File: src/rtl/exe_mem_stage_elastic_pkg.sv
// Shared definitions for the elastic EXE->MEM stage: widths, storage state encoding, payload layout.
package exe_mem_stage_elastic_pkg;

    localparam int WORD_LEN          = 32'd32;
    localparam int REG_FILE_ADDR_LEN = 32'd5;

    typedef enum logic [1:0] {
        EM_EMPTY = 2'd0,
        EM_ONE   = 2'd1,
        EM_FULL  = 2'd2
    } em_state_e;

    // Control bits sit at the bottom of the payload so the buffer can clear them as a block.
    localparam int EM_CTRL_W       = 32'd3;
    localparam int EM_WB_EN_BIT    = 32'd0;
    localparam int EM_MEM_R_EN_BIT = 32'd1;
    localparam int EM_MEM_W_EN_BIT = 32'd2;

    function automatic int em_payload_w(input int word_len, input int reg_len);
        return EM_CTRL_W + 32'd3 * word_len + reg_len;
    endfunction

    localparam int EM_PAYLOAD_W = em_payload_w(WORD_LEN, REG_FILE_ADDR_LEN);
    localparam int EM_DEST_LSB  = EM_CTRL_W;
    localparam int EM_PC_LSB    = EM_DEST_LSB + REG_FILE_ADDR_LEN;
    localparam int EM_ALU_LSB   = EM_PC_LSB + WORD_LEN;
    localparam int EM_ST_LSB    = EM_ALU_LSB + WORD_LEN;

endpackage

File: src/rtl/exe_mem_stage_elastic_skid_buf.sv
// pipe_skid_buf: generic 2-entry valid/ready skid buffer with flush. The low CLR_W payload bits
// are zeroed whenever an entry is vacated, so a bubble never carries stale control.
module pipe_skid_buf
    import exe_mem_stage_elastic_pkg::*;
#(
    parameter int W     = 32'd8,
    parameter int CLR_W = 32'd1
) (
    input  logic         clk,
    input  logic         rst,
    input  logic         flush,
    input  logic         in_valid,
    output logic         in_ready,
    input  logic [W-1:0] in_data,
    output logic         out_valid,
    input  logic         out_ready,
    output logic [W-1:0] out_data
);

    localparam logic [W-1:0] KEEP_MASK = {W{1'b1}} << CLR_W;

    em_state_e      state_r;
    logic [W-1:0]   main_r;
    logic [W-1:0]   skid_r;
    logic           in_ready_r;
    logic           out_valid_r;
    logic           accept_s;
    logic           pop_s;

    assign accept_s  = in_valid & in_ready_r;
    assign pop_s     = out_valid_r & out_ready;
    assign in_ready  = in_ready_r;
    assign out_valid = out_valid_r;
    assign out_data  = main_r;

    // Occupancy FSM with registered handshake flags; flush keeps data but drops control and occupancy.
    always_ff @(posedge clk) begin
        if (rst) begin
            state_r     <= EM_EMPTY;
            main_r      <= {W{1'b0}};
            skid_r      <= {W{1'b0}};
            in_ready_r  <= 1'b1;
            out_valid_r <= 1'b0;
        end else if (flush) begin
            state_r     <= EM_EMPTY;
            main_r      <= main_r & KEEP_MASK;
            skid_r      <= skid_r & KEEP_MASK;
            in_ready_r  <= 1'b1;
            out_valid_r <= 1'b0;
        end else begin
            case (state_r)
                EM_EMPTY: begin
                    if (accept_s) begin
                        main_r      <= in_data;
                        state_r     <= EM_ONE;
                        out_valid_r <= 1'b1;
                        in_ready_r  <= 1'b1;
                    end
                end
                EM_ONE: begin
                    if (accept_s && pop_s) begin
                        main_r <= in_data;
                    end else if (accept_s) begin
                        skid_r     <= in_data;
                        state_r    <= EM_FULL;
                        in_ready_r <= 1'b0;
                    end else if (pop_s) begin
                        main_r      <= main_r & KEEP_MASK;
                        state_r     <= EM_EMPTY;
                        out_valid_r <= 1'b0;
                    end
                end
                EM_FULL: begin
                    if (pop_s) begin
                        main_r     <= skid_r;
                        skid_r     <= skid_r & KEEP_MASK;
                        state_r    <= EM_ONE;
                        in_ready_r <= 1'b1;
                    end
                end
                default: begin
                    main_r      <= main_r & KEEP_MASK;
                    skid_r      <= skid_r & KEEP_MASK;
                    state_r     <= EM_EMPTY;
                    out_valid_r <= 1'b0;
                    in_ready_r  <= 1'b1;
                end
            endcase
        end
    end

endmodule

File: src/rtl/exe_mem_stage_elastic.sv
// Elastic EXE->MEM pipeline register: packs the EXE result into one payload carried by a 2-entry
// skid buffer. Optional perf counters are enabled with `EXE_MEM_PERF_CNT_EN.
module exe_mem_stage_elastic
    import exe_mem_stage_elastic_pkg::*;
#(
    parameter int WORD_LEN     = exe_mem_stage_elastic_pkg::WORD_LEN,
    parameter int REG_ADDR_LEN = exe_mem_stage_elastic_pkg::REG_FILE_ADDR_LEN,
    parameter int CNT_W        = 32'd16
) (
    input  logic                    clk,
    input  logic                    rst,
    input  logic                    flush,
    input  logic                    in_valid,
    output logic                    in_ready,
    input  logic                    wb_en_in,
    input  logic                    mem_r_en_in,
    input  logic                    mem_w_en_in,
    input  logic [WORD_LEN-1:0]     pc_in,
    input  logic [WORD_LEN-1:0]     alu_res_in,
    input  logic [WORD_LEN-1:0]     st_val_in,
    input  logic [REG_ADDR_LEN-1:0] dest_in,
    output logic                    out_valid,
    input  logic                    out_ready,
    output logic                    wb_en,
    output logic                    mem_r_en,
    output logic                    mem_w_en,
    output logic [WORD_LEN-1:0]     pc,
    output logic [WORD_LEN-1:0]     alu_res,
    output logic [WORD_LEN-1:0]     st_val,
    output logic [REG_ADDR_LEN-1:0] dest,
    output logic [CNT_W-1:0]        stall_cnt,
    output logic [CNT_W-1:0]        bubble_cnt
);

    localparam int PW       = em_payload_w(WORD_LEN, REG_ADDR_LEN);
    localparam int DEST_LSB = EM_CTRL_W;
    localparam int PC_LSB   = DEST_LSB + REG_ADDR_LEN;
    localparam int ALU_LSB  = PC_LSB + WORD_LEN;
    localparam int ST_LSB   = ALU_LSB + WORD_LEN;

    logic [PW-1:0] in_payload_s;
    logic [PW-1:0] out_payload_s;
    logic          out_valid_s;

    assign in_payload_s = {st_val_in, alu_res_in, pc_in, dest_in, mem_w_en_in, mem_r_en_in, wb_en_in};

    pipe_skid_buf #(
        .W     (PW),
        .CLR_W (EM_CTRL_W)
    ) u_skid (
        .clk       (clk),
        .rst       (rst),
        .flush     (flush),
        .in_valid  (in_valid),
        .in_ready  (in_ready),
        .in_data   (in_payload_s),
        .out_valid (out_valid_s),
        .out_ready (out_ready),
        .out_data  (out_payload_s)
    );

    // Outputs come straight from the buffer's main register; vacated entries already hold zero control.
    assign out_valid = out_valid_s;
    assign wb_en     = out_payload_s[EM_WB_EN_BIT];
    assign mem_r_en  = out_payload_s[EM_MEM_R_EN_BIT];
    assign mem_w_en  = out_payload_s[EM_MEM_W_EN_BIT];
    assign dest      = out_payload_s[DEST_LSB +: REG_ADDR_LEN];
    assign pc        = out_payload_s[PC_LSB +: WORD_LEN];
    assign alu_res   = out_payload_s[ALU_LSB +: WORD_LEN];
    assign st_val    = out_payload_s[ST_LSB +: WORD_LEN];

`ifdef EXE_MEM_PERF_CNT_EN
    localparam logic [CNT_W-1:0] CNT_MAX = {CNT_W{1'b1}};
    localparam logic [CNT_W-1:0] CNT_ONE = {{(CNT_W-1){1'b0}}, 1'b1};

    logic [CNT_W-1:0] stall_cnt_r;
    logic [CNT_W-1:0] bubble_cnt_r;

    // Saturating perf counters; only reset clears them, flush does not.
    always_ff @(posedge clk) begin
        if (rst) begin
            stall_cnt_r  <= {CNT_W{1'b0}};
            bubble_cnt_r <= {CNT_W{1'b0}};
        end else begin
            if (out_valid_s && !out_ready && (stall_cnt_r != CNT_MAX)) begin
                stall_cnt_r <= stall_cnt_r + CNT_ONE;
            end
            if (!out_valid_s && (bubble_cnt_r != CNT_MAX)) begin
                bubble_cnt_r <= bubble_cnt_r + CNT_ONE;
            end
        end
    end

    assign stall_cnt  = stall_cnt_r;
    assign bubble_cnt = bubble_cnt_r;
`else
    assign stall_cnt  = {CNT_W{1'b0}};
    assign bubble_cnt = {CNT_W{1'b0}};
`endif

endmodule

File: config.mk
export PLATFORM = sky130hd
export DESIGN_NAME = exe_mem_stage_elastic
export DESIGN_NICKNAME = d
export VERILOG_FILES = /design/src/rtl/exe_mem_stage_elastic_pkg.sv /design/src/rtl/exe_mem_stage_elastic_skid_buf.sv /design/src/rtl/exe_mem_stage_elastic.sv
export SDC_FILE = /design/constraint.sdc
export NUM_CORES = 1
export LEC_CHECK = 0
export BUFFER_PORTS_ARGS = -buffer_cell sky130_fd_sc_hd__buf_2
export CORE_ASPECT_RATIO = 0.5
export CORE_MARGIN = 2
export CORE_UTILIZATION = 55
export CTS_BUF_LIST = sky130_fd_sc_hd__clkbuf_2
export CTS_CLUSTER_SIZE = 8
export DETAILED_ROUTE_END_ITERATION = 8
export PLACE_DENSITY = 0.77
export SLEW_MARGIN = 5
export SYNTH_ARGS = -nofsm -noshare
export SYNTH_HDL_FRONTEND = slang
export SYNTH_SLANG_ARGS = --single-unit
export TNS_END_PERCENT = 100
File: constraint.sdc
create_clock -name clk -period 2.8 [get_ports clk]
set_clock_uncertainty 0.15 [all_clocks]
set_input_delay 0.14 -clock clk [delete_from_list [all_inputs] [get_ports clk]]
set_output_delay 0.14 -clock clk [all_outputs]
set_load 0.05 [all_outputs]
==> flow_metrics.tcl <==
set metrics [dict create \
    cp.required_ns 3.33 \
    path_class "register to register" \
    finalNetCount 1616 \
    grt_pass1_vias 9845 \
    setup_slack_ns 0.265 \
    r2r-start "u_skid.state_r[0]" \
    power_density_nw_per_um2 486 \
    holdWs_ns 0.140 \
    clock.fmax_mhz 394 \
    hold_path.class "input pin to register" \
    finalNonFillerCells 1796 \
    clk_latency_ns 0.74 \
    hold_depth 4 \
    start_kind "register" \
    synth_area_per_cell_um2 9.00 \
    place_inst 1606 \
    cpPeakStageDelay_ns 0.61 \
    cap_viol_max_count 0 \
    path_clk_slew_ns 0.11 \
    synth_common_cells "nor2_1 (308), dfxtp_1 (212), mux2i_1 (202)" \
    cp.buffers_inverters 3 \
    status "finished clean" \
    ys_warn_count 0 \
    synthToLayoutAreaGrowth_pct 22.4 \
    wl_mm 28.5 \
    grt-ovfl-total 0 \
    ir_drop_mv 0.341 \
    regToRegEndpoint "u_skid.skid_r[1]" \
    synth_area_um2 10900 \
    cts_root_buf "clkbuf_2" \
    die_area_um2 21100 \
    yosysSeqAreaShare_pct 38.8 \
    die_h_um 104 \
    finalSetupTns_ns 0 \
    ys_types 36 \
    antenna_found_initial 1 \
    pre_cts_ws_ns 0.341 \
    cp_max_fo 66 \
    initial_core_util_pct 56.2 \
    grt_max_degree 104 \
    path_cells "buf_6 -> nand4b_1 -> dlygate4sd3_1 -> a21oi_1 -> dlygate4sd3_1" \
    cp_slowest_cell "dlygate4sd3_1" \
    cts_tree "done" \
    rr_worst_depth 5 \
    fin_crit_ns 2.54 \
    cts_htree_levels 2 \
    synth.top_cell.area_share_pct 38.8 \
    ant_nets 0 \
    drtIter0Drc 455 \
    drc 0 \
    critPathMostFrequentCell "dlygate4sd3_1" \
    dr.pass1.iters 5 \
    synth_edf_count 0 \
    tightestPinTransition_ns 0.928 \
    drive_gt1_share_pct 25.6 \
    yosys.area.top_type "dfxtp_1" \
    core-area_um2 19500 \
    via_per_inst 5.39 \
    port_buffers 214 \
    synth_flop_cell "dfxtp_1" \
    rsz0062_at_grt "no" \
    fin_util_pct 68.8 \
    period_share_pct 90.5 \
    grt_pass1_wl_mm 46.7 \
    place_congestion 0.783 \
    vias 9684 \
    cts_sinks 212 \
    post_drt_wl_per_cell_um 15.9 \
    cts-buffers-inserted 49 \
    report.final.slew_viol_count 0 \
    rows 36 \
    grt_usage_pct 26.4 \
    final_hold_viol_count 0 \
    place_hpwl_mm 16.8 \
    critPathArrivalTime_ns 3.07 \
    netlist_instances 1215 \
    holdPathEnd "u_skid.out_data[81]" \
    fillers 1556 \
    ios 247 \
    async_flop_share_pct 0 \
    setup_violations 0 \
    slew-limit-headroom_pct 38.2 \
    cp_top_family "buffers and inverters" \
    cts_max_path_buffers 3 \
    ys_top_cells_by_area "dfxtp_1 (39%), mux2i_1 (18%), nor2_1 (11%)" \
    yosysMostFrequentCell "nor2_1" \
    rrSetupSlack_ns 0.26 \
    die_x_um 203 \
    end_kind "register" \
    hp-start "st_val_in[9]" \
    synth-seq-cells 212 \
    p_leak_nw 5.30 \
]
==> area by class of cell <==
| type | count | area (um2) | area share [%] |
|---|---|---|---|
| Multi-Input combinational cell | 896 | 5980 | 44.7 |
| Sequential cell | 212 | 4250 | 31.8 |
| Timing Repair Buffer | 347 | 2460 | 18.4 |
| Tap cell | 266 | 333 | 2.49 |
| Clock buffer | 66 | 330 | 2.47 |
| Clock inverter | 7 | 26.3 | 0.196 |
| Inverter | 1 | 3.75 | 0.0280 |
| Antenna cell | 1 | 2.50 | 0.0187 |
==> what timing repair did <==
action	CTS	global route
setup buffers	0	0
hold endpoints to repair	212	0
gates resized for setup	0	1
endpoints found under the setup margin	0	1
hold buffers	116	0
==> worst min-delay path, delay by kind of cell <==
family	cells	cell delay [ns]
AOI/OAI and AO/OA	1	0.06
buffers and inverters	2	0.64
and+or+nand+nor	1	0.15
==> how the worst max path moves through the flow <==
stage / from / end / slack [ns] / depth (start not counted)
after floorplan: u_skid.out_valid / u_skid.out_data[13] / 0.68 / 7
after global placement: u_skid.state_r[1] / u_skid.out_data[91] / 0.44 / 5
after detailed placement: u_skid.state_r[1] / u_skid.out_data[70] / 0.34 / 5
after CTS: u_skid.state_r[0] / u_skid.skid_r[1] / 0.18 / 5
after global routing: u_skid.state_r[0] / u_skid.skid_r[1] / 0.14 / 5
final: u_skid.state_r[0] / u_skid.skid_r[1] / 0.26 / 5
==> per-layer routing <==
layer	vias to the layer above	track usage, %	part of all wire, %
met5	-	0	0
met4	0	10.0	2.4
met3	69	5.60	5.8
met2	308	45.2	48
met1	4622	32.5	43
li1	4685	-	-
==> flip-flops by register name, summed over array words and instances (netlist names) <==
name              cells
u_skid.in_ready       1
u_skid.out_data     104
u_skid.out_valid      1
u_skid.skid_r       104
u_skid.state_r        2
==> stage by stage <==
step,cell area [um2],total power [mW]
2_1_floorplan,11100,4.32
3_3_place_gp,11900,4.60
3_5_place_dp,11900,4.63
4_1_cts,13400,6.55
5_1_grt,13400,6.83
6_report,13400,6.51
==> power by group <==
| part | switching, mW | total [mW] | leakage, nW | internal [mW] |
|---|---|---|---|---|
| Clock | 1.20 | 1.81 | 0.285 | 0.614 |
| Sequential | 0.0673 | 3.20 | 1.73 | 3.13 |
| Combinational | 1.03 | 1.50 | 3.29 | 0.472 |
| Total | 2.29 | 6.51 | 5.30 | 4.22 |
==> cell families (layout without fill, tap and decap cells) <==
| kind of cell | count (synthesis) | in the layout | share of synthesized area, % |
|---|---|---|---|
| other cells | 1 | 33 | 0.0343 |
| flops | 212 | 212 | 38.8 |
| buf+inv | 138 | 421 | 7.81 |
| mux | 203 | 203 | 18.6 |
| xor+xnor | 1 | 1 | 0.0801 |
| simple gates | 529 | 529 | 22.2 |
| compound gates | 131 | 131 | 12.5 |
==> layout by cell type (no fill, tap or decap), types with 2 or more instances in the layout <==
cell           count
a22oi_1            4
nor3_1           101
nor2_1           308
clkinv_1           7
dfxtp_1          210
a21oi_1           13
clkbuf_2          66
buf_6              2
a211oi_2          84
a211oi_1          17
buf_2            213
nor2b_1            2
nand4b_1           4
mux2i_1          202
buf_12             7
buf_4              9
dlygate4sd3_1    116
and2_1           102
conb_1            32
nand2_1            4
o21ai_0            7
dfxtp_4            2
Note: power is estimated with default switching activity, not from simulation.
